**config.mk**
```make
export PLATFORM = sky130hd
export DESIGN_NAME = ysyx_23060332_wbu
export DESIGN_NICKNAME = d
export VERILOG_FILES = /design/src/rtl/ysyx_23060332_wbu_pkg.sv /design/src/rtl/ysyx_23060332_load_ext.sv /design/src/rtl/ysyx_23060332_wbu.sv
export SDC_FILE = /design/constraint.sdc
export NUM_CORES = 1
export LEC_CHECK = 0
export CAP_MARGIN = 20
export CORE_UTILIZATION = 30
export CTS_BUF_LIST = sky130_fd_sc_hd__clkbuf_8
export CTS_CLUSTER_DIAMETER = 100
export DETAILED_ROUTE_END_ITERATION = 10
export MAX_ROUTING_LAYER = met4
export PLACE_DENSITY = 0.64
export SYNTH_ARGS = -nofsm -noshare
export SYNTH_HDL_FRONTEND = slang
export SYNTH_SLANG_ARGS = --single-unit
```
**constraint.sdc**
```tcl
create_clock -name clk -period 1.5 [get_ports clk]
set_input_delay 0.225 -clock clk [delete_from_list [all_inputs] [get_ports clk]]
set_output_delay 0.225 -clock clk [all_outputs]
set_load 0.01 [all_outputs]
```
**src/rtl/ysyx_23060332_wbu_pkg.sv**
```systemverilog
// ============================================================================
// Module  : ysyx_23060332_wbu_pkg
// Brief   : Shared widths, load funct3 codes, writeback source codes and the
//           holding-slot record types used by the writeback unit.
// Revision: 1.0 - initial release
// ============================================================================
`default_nettype none

package ysyx_23060332_wbu_pkg;

  localparam int REG_ADDR_W = 5;
  localparam int REG_DATA_W = 32;

  // Load type encodings (instruction funct3 field)
  localparam logic [2:0] LOAD_LB  = 3'b000;
  localparam logic [2:0] LOAD_LH  = 3'b001;
  localparam logic [2:0] LOAD_LW  = 3'b010;
  localparam logic [2:0] LOAD_LBU = 3'b100;
  localparam logic [2:0] LOAD_LHU = 3'b101;

  // Writeback source identifiers (also the commit_src encoding)
  localparam logic WB_SRC_EXU = 1'b0;
  localparam logic WB_SRC_LSU = 1'b1;

  // Holding register for one EXU result
  typedef struct packed {
    logic                  full;
    logic [REG_ADDR_W-1:0] rd;
    logic                  wen;
    logic [REG_DATA_W-1:0] data;
  } exu_slot_t;

  // Holding register for one raw LSU load result; extraction happens on drain
  typedef struct packed {
    logic                  full;
    logic [REG_ADDR_W-1:0] rd;
    logic [REG_DATA_W-1:0] rdata;
    logic [1:0]            addr_lo;
    logic [2:0]            funct3;
  } lsu_slot_t;

endpackage

`default_nettype wire

```
**src/rtl/ysyx_23060332_load_ext.sv**
```systemverilog
// ============================================================================
// Module  : ysyx_23060332_load_ext
// Brief   : Combinational load data extraction. Selects the addressed
//           byte/half/word from an aligned 32-bit memory word, sign- or
//           zero-extends it, and flags misaligned or unknown load types.
// Revision: 1.0 - initial release
// ============================================================================
`default_nettype none

module ysyx_23060332_load_ext
  import ysyx_23060332_wbu_pkg::*;
(
  input  logic [REG_DATA_W-1:0] i_rdata,
  input  logic [1:0]            i_addr_lo,
  input  logic [2:0]            i_funct3,
  output logic [REG_DATA_W-1:0] o_data,
  output logic                  o_err
);

  logic [REG_DATA_W-1:0] w_shifted;

  // Bring the addressed byte/half down to bit 0
  assign w_shifted = i_rdata >> {i_addr_lo, 3'b000};

  // Decode load type: extension and alignment check
  always_comb begin
    o_data = '0;
    o_err  = 1'b0;
    case (i_funct3)
      LOAD_LB:  o_data = {{24{w_shifted[7]}}, w_shifted[7:0]};
      LOAD_LBU: o_data = {24'b0, w_shifted[7:0]};
      LOAD_LH: begin
        o_err  = (i_addr_lo == 2'd3);
        o_data = {{16{w_shifted[15]}}, w_shifted[15:0]};
      end
      LOAD_LHU: begin
        o_err  = (i_addr_lo == 2'd3);
        o_data = {16'b0, w_shifted[15:0]};
      end
      LOAD_LW: begin
        o_err  = (i_addr_lo != 2'd0);
        o_data = i_rdata;
      end
      default:  o_err = 1'b1;
    endcase
  end

endmodule

`default_nettype wire

```
**src/rtl/ysyx_23060332_wbu.sv**
```systemverilog
// ============================================================================
// Module  : ysyx_23060332_wbu
// Brief   : Writeback unit. Holds one EXU and one LSU result, round-robins
//           them onto the single regfile write port (one per cycle), and
//           pulses commit/load_err for each retired result.
//           Optional macro YSYX_23060332_WBU_BYPASS_EN adds same-cycle
//           write-to-read forwarding ports for the decode stage.
// Revision: 1.0 - initial release
// ============================================================================
`default_nettype none

module ysyx_23060332_wbu
  import ysyx_23060332_wbu_pkg::*;
(
  input  logic                  clk,
  input  logic                  rst,
  input  logic                  exu_valid,
  output logic                  exu_ready,
  input  logic                  exu_wen,
  input  logic [REG_ADDR_W-1:0] exu_rd,
  input  logic [REG_DATA_W-1:0] exu_data,
  input  logic                  lsu_valid,
  output logic                  lsu_ready,
  input  logic [REG_ADDR_W-1:0] lsu_rd,
  input  logic [REG_DATA_W-1:0] lsu_rdata,
  input  logic [1:0]            lsu_addr_lo,
  input  logic [2:0]            lsu_funct3,
  output logic                  reg_wen,
  output logic [REG_ADDR_W-1:0] waddr,
  output logic [REG_DATA_W-1:0] wdata,
  output logic                  commit_valid,
  output logic                  commit_src,
  output logic                  load_err,
  output logic                  busy
`ifdef YSYX_23060332_WBU_BYPASS_EN
  ,
  input  logic [REG_ADDR_W-1:0] raddr1,
  input  logic [REG_ADDR_W-1:0] raddr2,
  output logic                  byp_hit1,
  output logic                  byp_hit2,
  output logic [REG_DATA_W-1:0] byp_data1,
  output logic [REG_DATA_W-1:0] byp_data2
`endif
);

  exu_slot_t exu_q, exu_d;
  lsu_slot_t lsu_q, lsu_d;
  logic      last_src_q, last_src_d;

  logic      grant_src;
  logic      drain_exu;
  logic      drain_lsu;

  logic [REG_DATA_W-1:0] ld_data;
  logic                  ld_err;

  ysyx_23060332_load_ext u_load_ext (
    .i_rdata   (lsu_q.rdata),
    .i_addr_lo (lsu_q.addr_lo),
    .i_funct3  (lsu_q.funct3),
    .o_data    (ld_data),
    .o_err     (ld_err)
  );

  // Pick one slot to drain; reset suppresses draining so pending results drop
  always_comb begin
    grant_src = WB_SRC_EXU;
    drain_exu = 1'b0;
    drain_lsu = 1'b0;
    if (!rst) begin
      if (exu_q.full && lsu_q.full) begin
        grant_src = (last_src_q == WB_SRC_LSU) ? WB_SRC_EXU : WB_SRC_LSU;
      end else if (lsu_q.full) begin
        grant_src = WB_SRC_LSU;
      end
      drain_exu = exu_q.full && (grant_src == WB_SRC_EXU);
      drain_lsu = lsu_q.full && (grant_src == WB_SRC_LSU);
    end
  end

  // A slot can accept when empty or when it is being drained this cycle
  assign exu_ready = ~rst & (~exu_q.full | drain_exu);
  assign lsu_ready = ~rst & (~lsu_q.full | drain_lsu);
  assign busy      = ~rst & (exu_q.full | lsu_q.full);

  // Drive the regfile write port and commit signals from the drained slot
  always_comb begin
    reg_wen      = 1'b0;
    waddr        = '0;
    wdata        = '0;
    commit_valid = 1'b0;
    commit_src   = WB_SRC_EXU;
    load_err     = 1'b0;
    if (drain_exu) begin
      reg_wen      = exu_q.wen && (exu_q.rd != '0);
      waddr        = exu_q.rd;
      wdata        = exu_q.data;
      commit_valid = 1'b1;
      commit_src   = WB_SRC_EXU;
    end else if (drain_lsu) begin
      reg_wen      = !ld_err && (lsu_q.rd != '0);
      waddr        = lsu_q.rd;
      wdata        = ld_data;
      commit_valid = 1'b1;
      commit_src   = WB_SRC_LSU;
      load_err     = ld_err;
    end
  end

  // Slot and round-robin next state: drain first, then same-edge refill
  always_comb begin
    exu_d      = exu_q;
    lsu_d      = lsu_q;
    last_src_d = last_src_q;
    if (drain_exu) exu_d.full = 1'b0;
    if (drain_lsu) lsu_d.full = 1'b0;
    if (drain_exu || drain_lsu) last_src_d = grant_src;
    if (exu_valid && exu_ready) begin
      exu_d.full = 1'b1;
      exu_d.rd   = exu_rd;
      exu_d.wen  = exu_wen;
      exu_d.data = exu_data;
    end
    if (lsu_valid && lsu_ready) begin
      lsu_d.full    = 1'b1;
      lsu_d.rd      = lsu_rd;
      lsu_d.rdata   = lsu_rdata;
      lsu_d.addr_lo = lsu_addr_lo;
      lsu_d.funct3  = lsu_funct3;
    end
  end

  // State registers; reset empties both slots and favours EXU next
  always_ff @(posedge clk) begin
    if (rst) begin
      exu_q      <= '0;
      lsu_q      <= '0;
      last_src_q <= WB_SRC_LSU;
    end else begin
      exu_q      <= exu_d;
      lsu_q      <= lsu_d;
      last_src_q <= last_src_d;
    end
  end

`ifdef YSYX_23060332_WBU_BYPASS_EN
  // Forward the value being written this cycle to decode-stage readers
  assign byp_hit1  = reg_wen & (waddr == raddr1) & (raddr1 != '0);
  assign byp_hit2  = reg_wen & (waddr == raddr2) & (raddr2 != '0);
  assign byp_data1 = wdata;
  assign byp_data2 = wdata;
`endif

endmodule

`default_nettype wire

```
==> summary.md <==
| Metric | Value |
|---|---|
| Max clock buf depth | 2 |
| Reg-to-reg slack, setup | -0.36 ns |
| Gate Count Post-Synth | 508 |
| Worst Hold Endpoint | lsu_q[40] |
| Synthesized area | between 4000 and 5000 sq um |
| Cell Count, Final, Fillers Out | roughly 910 |
| CP max stage cell | dfxtp_4 |
| Critical R2R Launch | last_src_q |
| Die Area | 14490 sq um |
| Hold_buf cts | 0 |
| Die extent in x | roughly 120 microns |
| R2r endpoint | exu_q[31] |
| Hold Crit Start | lsu_rd[3] |
| Initial antenna violation count | 0 |
| Relative slew margins | about four fifths |
| Port Buf Inserts | 127 |
| CTS tree | built |
| Global-route wire length before repair | 24170 microns |
| Leakage | roughly 3.4 nW |
| P&R area growth vs syn | 81.66% |
| Grt ovf | 0 |
| Synth cell types | 41 |
| Synthesized flop and latch total | 83 |
| Syn Nets | 592 |
| Largest net degree at the start of global routing | 89 |
| Final setup violation count | 124 |
| FF-to-FF path depth | 11 |
| Maximum VDD drop | 0.4311 mV |
| Largest stage delay, worst path | 0.42 ns |
| Hold Path Class | input pin to flip-flop |
| CP Data Arrival Time | 2.26 ns |
| Crit-path max FO | 6 |
| CP required | around 1.3 ns |
| Drt wl/cell | roughly 20 microns |
| Period utilization | 165.9% |
| Clk_lat worst skew | 0.38 ns |
| Via count | 4809 |
| 1st-iter DRT viols | 319 |
| Mean post-synth cell area | 8.273 sq um |
| FF+latch area | roughly 1700 sq um |
| FMAX | 0.4017 GHz |
| Multi-input logic area | about 2800 sq um |
| Crit path capture type | output port |
| Failing checks | negative setup slack |
| Critical path cell sequence | mux2i_4, a22o_1, nor4_4, buf_4, clkbuf_16, buf_6, buf_6, a221o_2, buf_6 |
| Post-place instance area | 6137 sq um |
| Drt total wl | 17830 microns |
| Die height | 120.4 microns |
| Setup slack after layout | -0.9891 ns |
| Clk pin slew, worst setup/hold paths | around 0.090 ns |
| PwrDens | 788.3 nW/um^2 |
| Status | complete, but fails checks |
| Final Hold Fails | 0 |
| Post-Place Cells | about 840 |
| Final ANT Viol Nets | 0 |
| DP HPWL | 10070 microns |
| # DRC | 0 |
| CP most frequent cell | buf_6 |
| Root buf cell | clkbuf_8 |
| Vias in the first global route | 4687 |
| Num ports | 128 |
| Critical Path Source Type | flip-flop |
| Clock sink total | 83 |
| Min Hold Slack | 0.3776 ns |
| CP Class | flip-flop to output port |
| Share of cells above drive strength 1 | 41.79% |
| Vias per cell | 5.267 |
| Overall routing resource usage | between 20% and 30% |
| CTS Buf Count | 9 |
| Row count | 42 |
| Slew Viols, Final | 0 |
| Finished Cell Area | 7635 sq um |
| Yosys warnings | 0 |
| # diodes | 0 |
| Clock Skew | 0.01000 ns |
| Gpl congestion | 0.8020 |
| Initial Util | 31.24% |
| Layout Nets | 816 |
| Register area share after synthesis | between 30% and 40% |
| Slew @ Worst Pin | 0.3290 ns |
| Layout fillers | about 1200 |
| Detailed Routing Iterations Pass 1 | 5 |
| Core area | 13450 sq um |
| Max capacitance violation total | 0 |
| H-tree levels | 3 |
| RSZ-0062 raised after global routing | yes |
| Hold Path Stages | 3 |
| Tmin final | 2.489 ns |
| Total Power | 6.019 mW |
metrics by stage:
step / utilization, % / TNS, ns / setup WS (ns)
floorplan: - / -3.125 / -0.1298
global placement: 45.62 / -32.46 / -0.7584
detailed placement: 45.62 / -35.06 / -0.7708
CTS: 52.44 / -43.26 / -1.015
global route: 56.75 / -55.14 / -1.051
finish: 56.75 / -46.64 / -0.9891
critical path: cells and delay by family (launching register included):
kind                   cells  cell delay (ns)
flip-flops                 1             0.42
AND/OR/NAND/NOR            1             0.07
AO/OA/AOI/OAI              2             0.53
buffers and inverters      5             0.62
multiplexers               1             0.25
how the worst max path moves through the flow:
stage | startpoint | endpoint | slack (ns) | cells past startpoint
2_1_floorplan | lsu_q[3] | wdata[21] | -0.13 | 6
5_1_grt | lsu_q[3] | wdata[28] | -1.05 | 9
4_1_cts | lsu_q[3] | wdata[28] | -1.02 | 9
3_3_place_gp | lsu_q[0] | wdata[12] | -0.76 | 4
3_5_place_dp | lsu_q[0] | wdata[12] | -0.77 | 4
6_report | lsu_q[3] | wdata[28] | -0.99 | 9
logic make-up (layout without fill, tap and decap cells):
logic type	Yosys count	in the layout	synth area share (%)
AOI/OAI and AO/OA	107	107	18.52
DFF	83	83	39.54
and+or+nand+nor	254	254	31.79
buffers and inverters	46	275	5.358
muxes	18	18	4.793
registers in the layout, summed over array words and instances, names as in the netlist:
register    cells
exu_q          39
last_src_q      1
lsu_q          43
synthesized netlist by cell type (all sizes together):
cell type  instances  area share (%)
nand2            129              12
dfxtp             83              40
o21ai             47             5.6
nand3b            44             8.2
nand2b            40             6.0
a221o             32             7.9
clkbuf            23             2.1
buf               22             3.2
nor2              19             1.7
a22oi             14             2.5
mux2i             10             2.4
mux2               7             1.9
a22o               6             1.3
a21oi              4            0.48
nor2b              4            0.77
nor3b              4             1.1
nor3               3            0.36
and3               2            0.30
or4                2            0.36
a31oi              1            0.15
and2               1            0.15
and3b              1            0.21
inv                1           0.089
mux4               1            0.54
nand3              1            0.12
nor4               1            0.51
nor4bb             1            0.24
o211a              1            0.24
o211ai             1            0.18
o221ai             1            0.21
or3                1            0.15
or3b               1            0.21
cell usage in the layout, fill, tap and decap left out, types with 19 or more instances in the layout:
| master | netlist | routed |
|---|---|---|
| clkdlybuf4s50_1 | 0 | 82 |
| buf_4 | 3 | 66 |
| nand2_2 | 0 | 21 |
| o21ai_2 | 0 | 25 |
| dfxtp_1 | 83 | 75 |
| a221o_1 | 22 | 22 |
| buf_2 | 15 | 26 |
| nand2b_1 | 40 | 40 |
| nand2_4 | 0 | 19 |
| nand3b_1 | 43 | 43 |
| buf_6 | 3 | 44 |
| nand2_1 | 129 | 88 |
layout make-up:
class	instances	area share [%]
flip-flops and latches	83	21.96
multi-input cells	379	36.66
repair buffers	258	35.43
clock inverters	5	0.9997
inverters	1	0.08194
clock buffers	11	1.983
well taps	176	2.884
per-layer routing:
metal / track usage, % / routed length [microns] / vias up
met5: - / 0 / -
met4: 10.49 / 714 / 0
met3: 3.868 / 1007 / 50
met2: 37.68 / 8553 / 199
met1: 26.88 / 7559 / 2326
li1: - / - / 2234
power by group:
group / switching (mW) / leakage (nW) / total [mW] / internal, mW
combinational: 0.697 / 2.56 / 1.62 / 0.928
clock: 0.861 / 0.117 / 1.88 / 1.02
sequential: 0.144 / 0.689 / 2.51 / 2.37
total: 1.70 / 3.37 / 6.02 / 4.32
timing repair:
item | in CTS | in global routing
gates cloned | 8 | 15
gates resized for setup | 282 | 105
buffers inserted | 38 | 12
pin swaps | 18 | 92
endpoints found under the setup margin | 82 | 109
No activity file was read; power rests on OpenSTA's default activity.
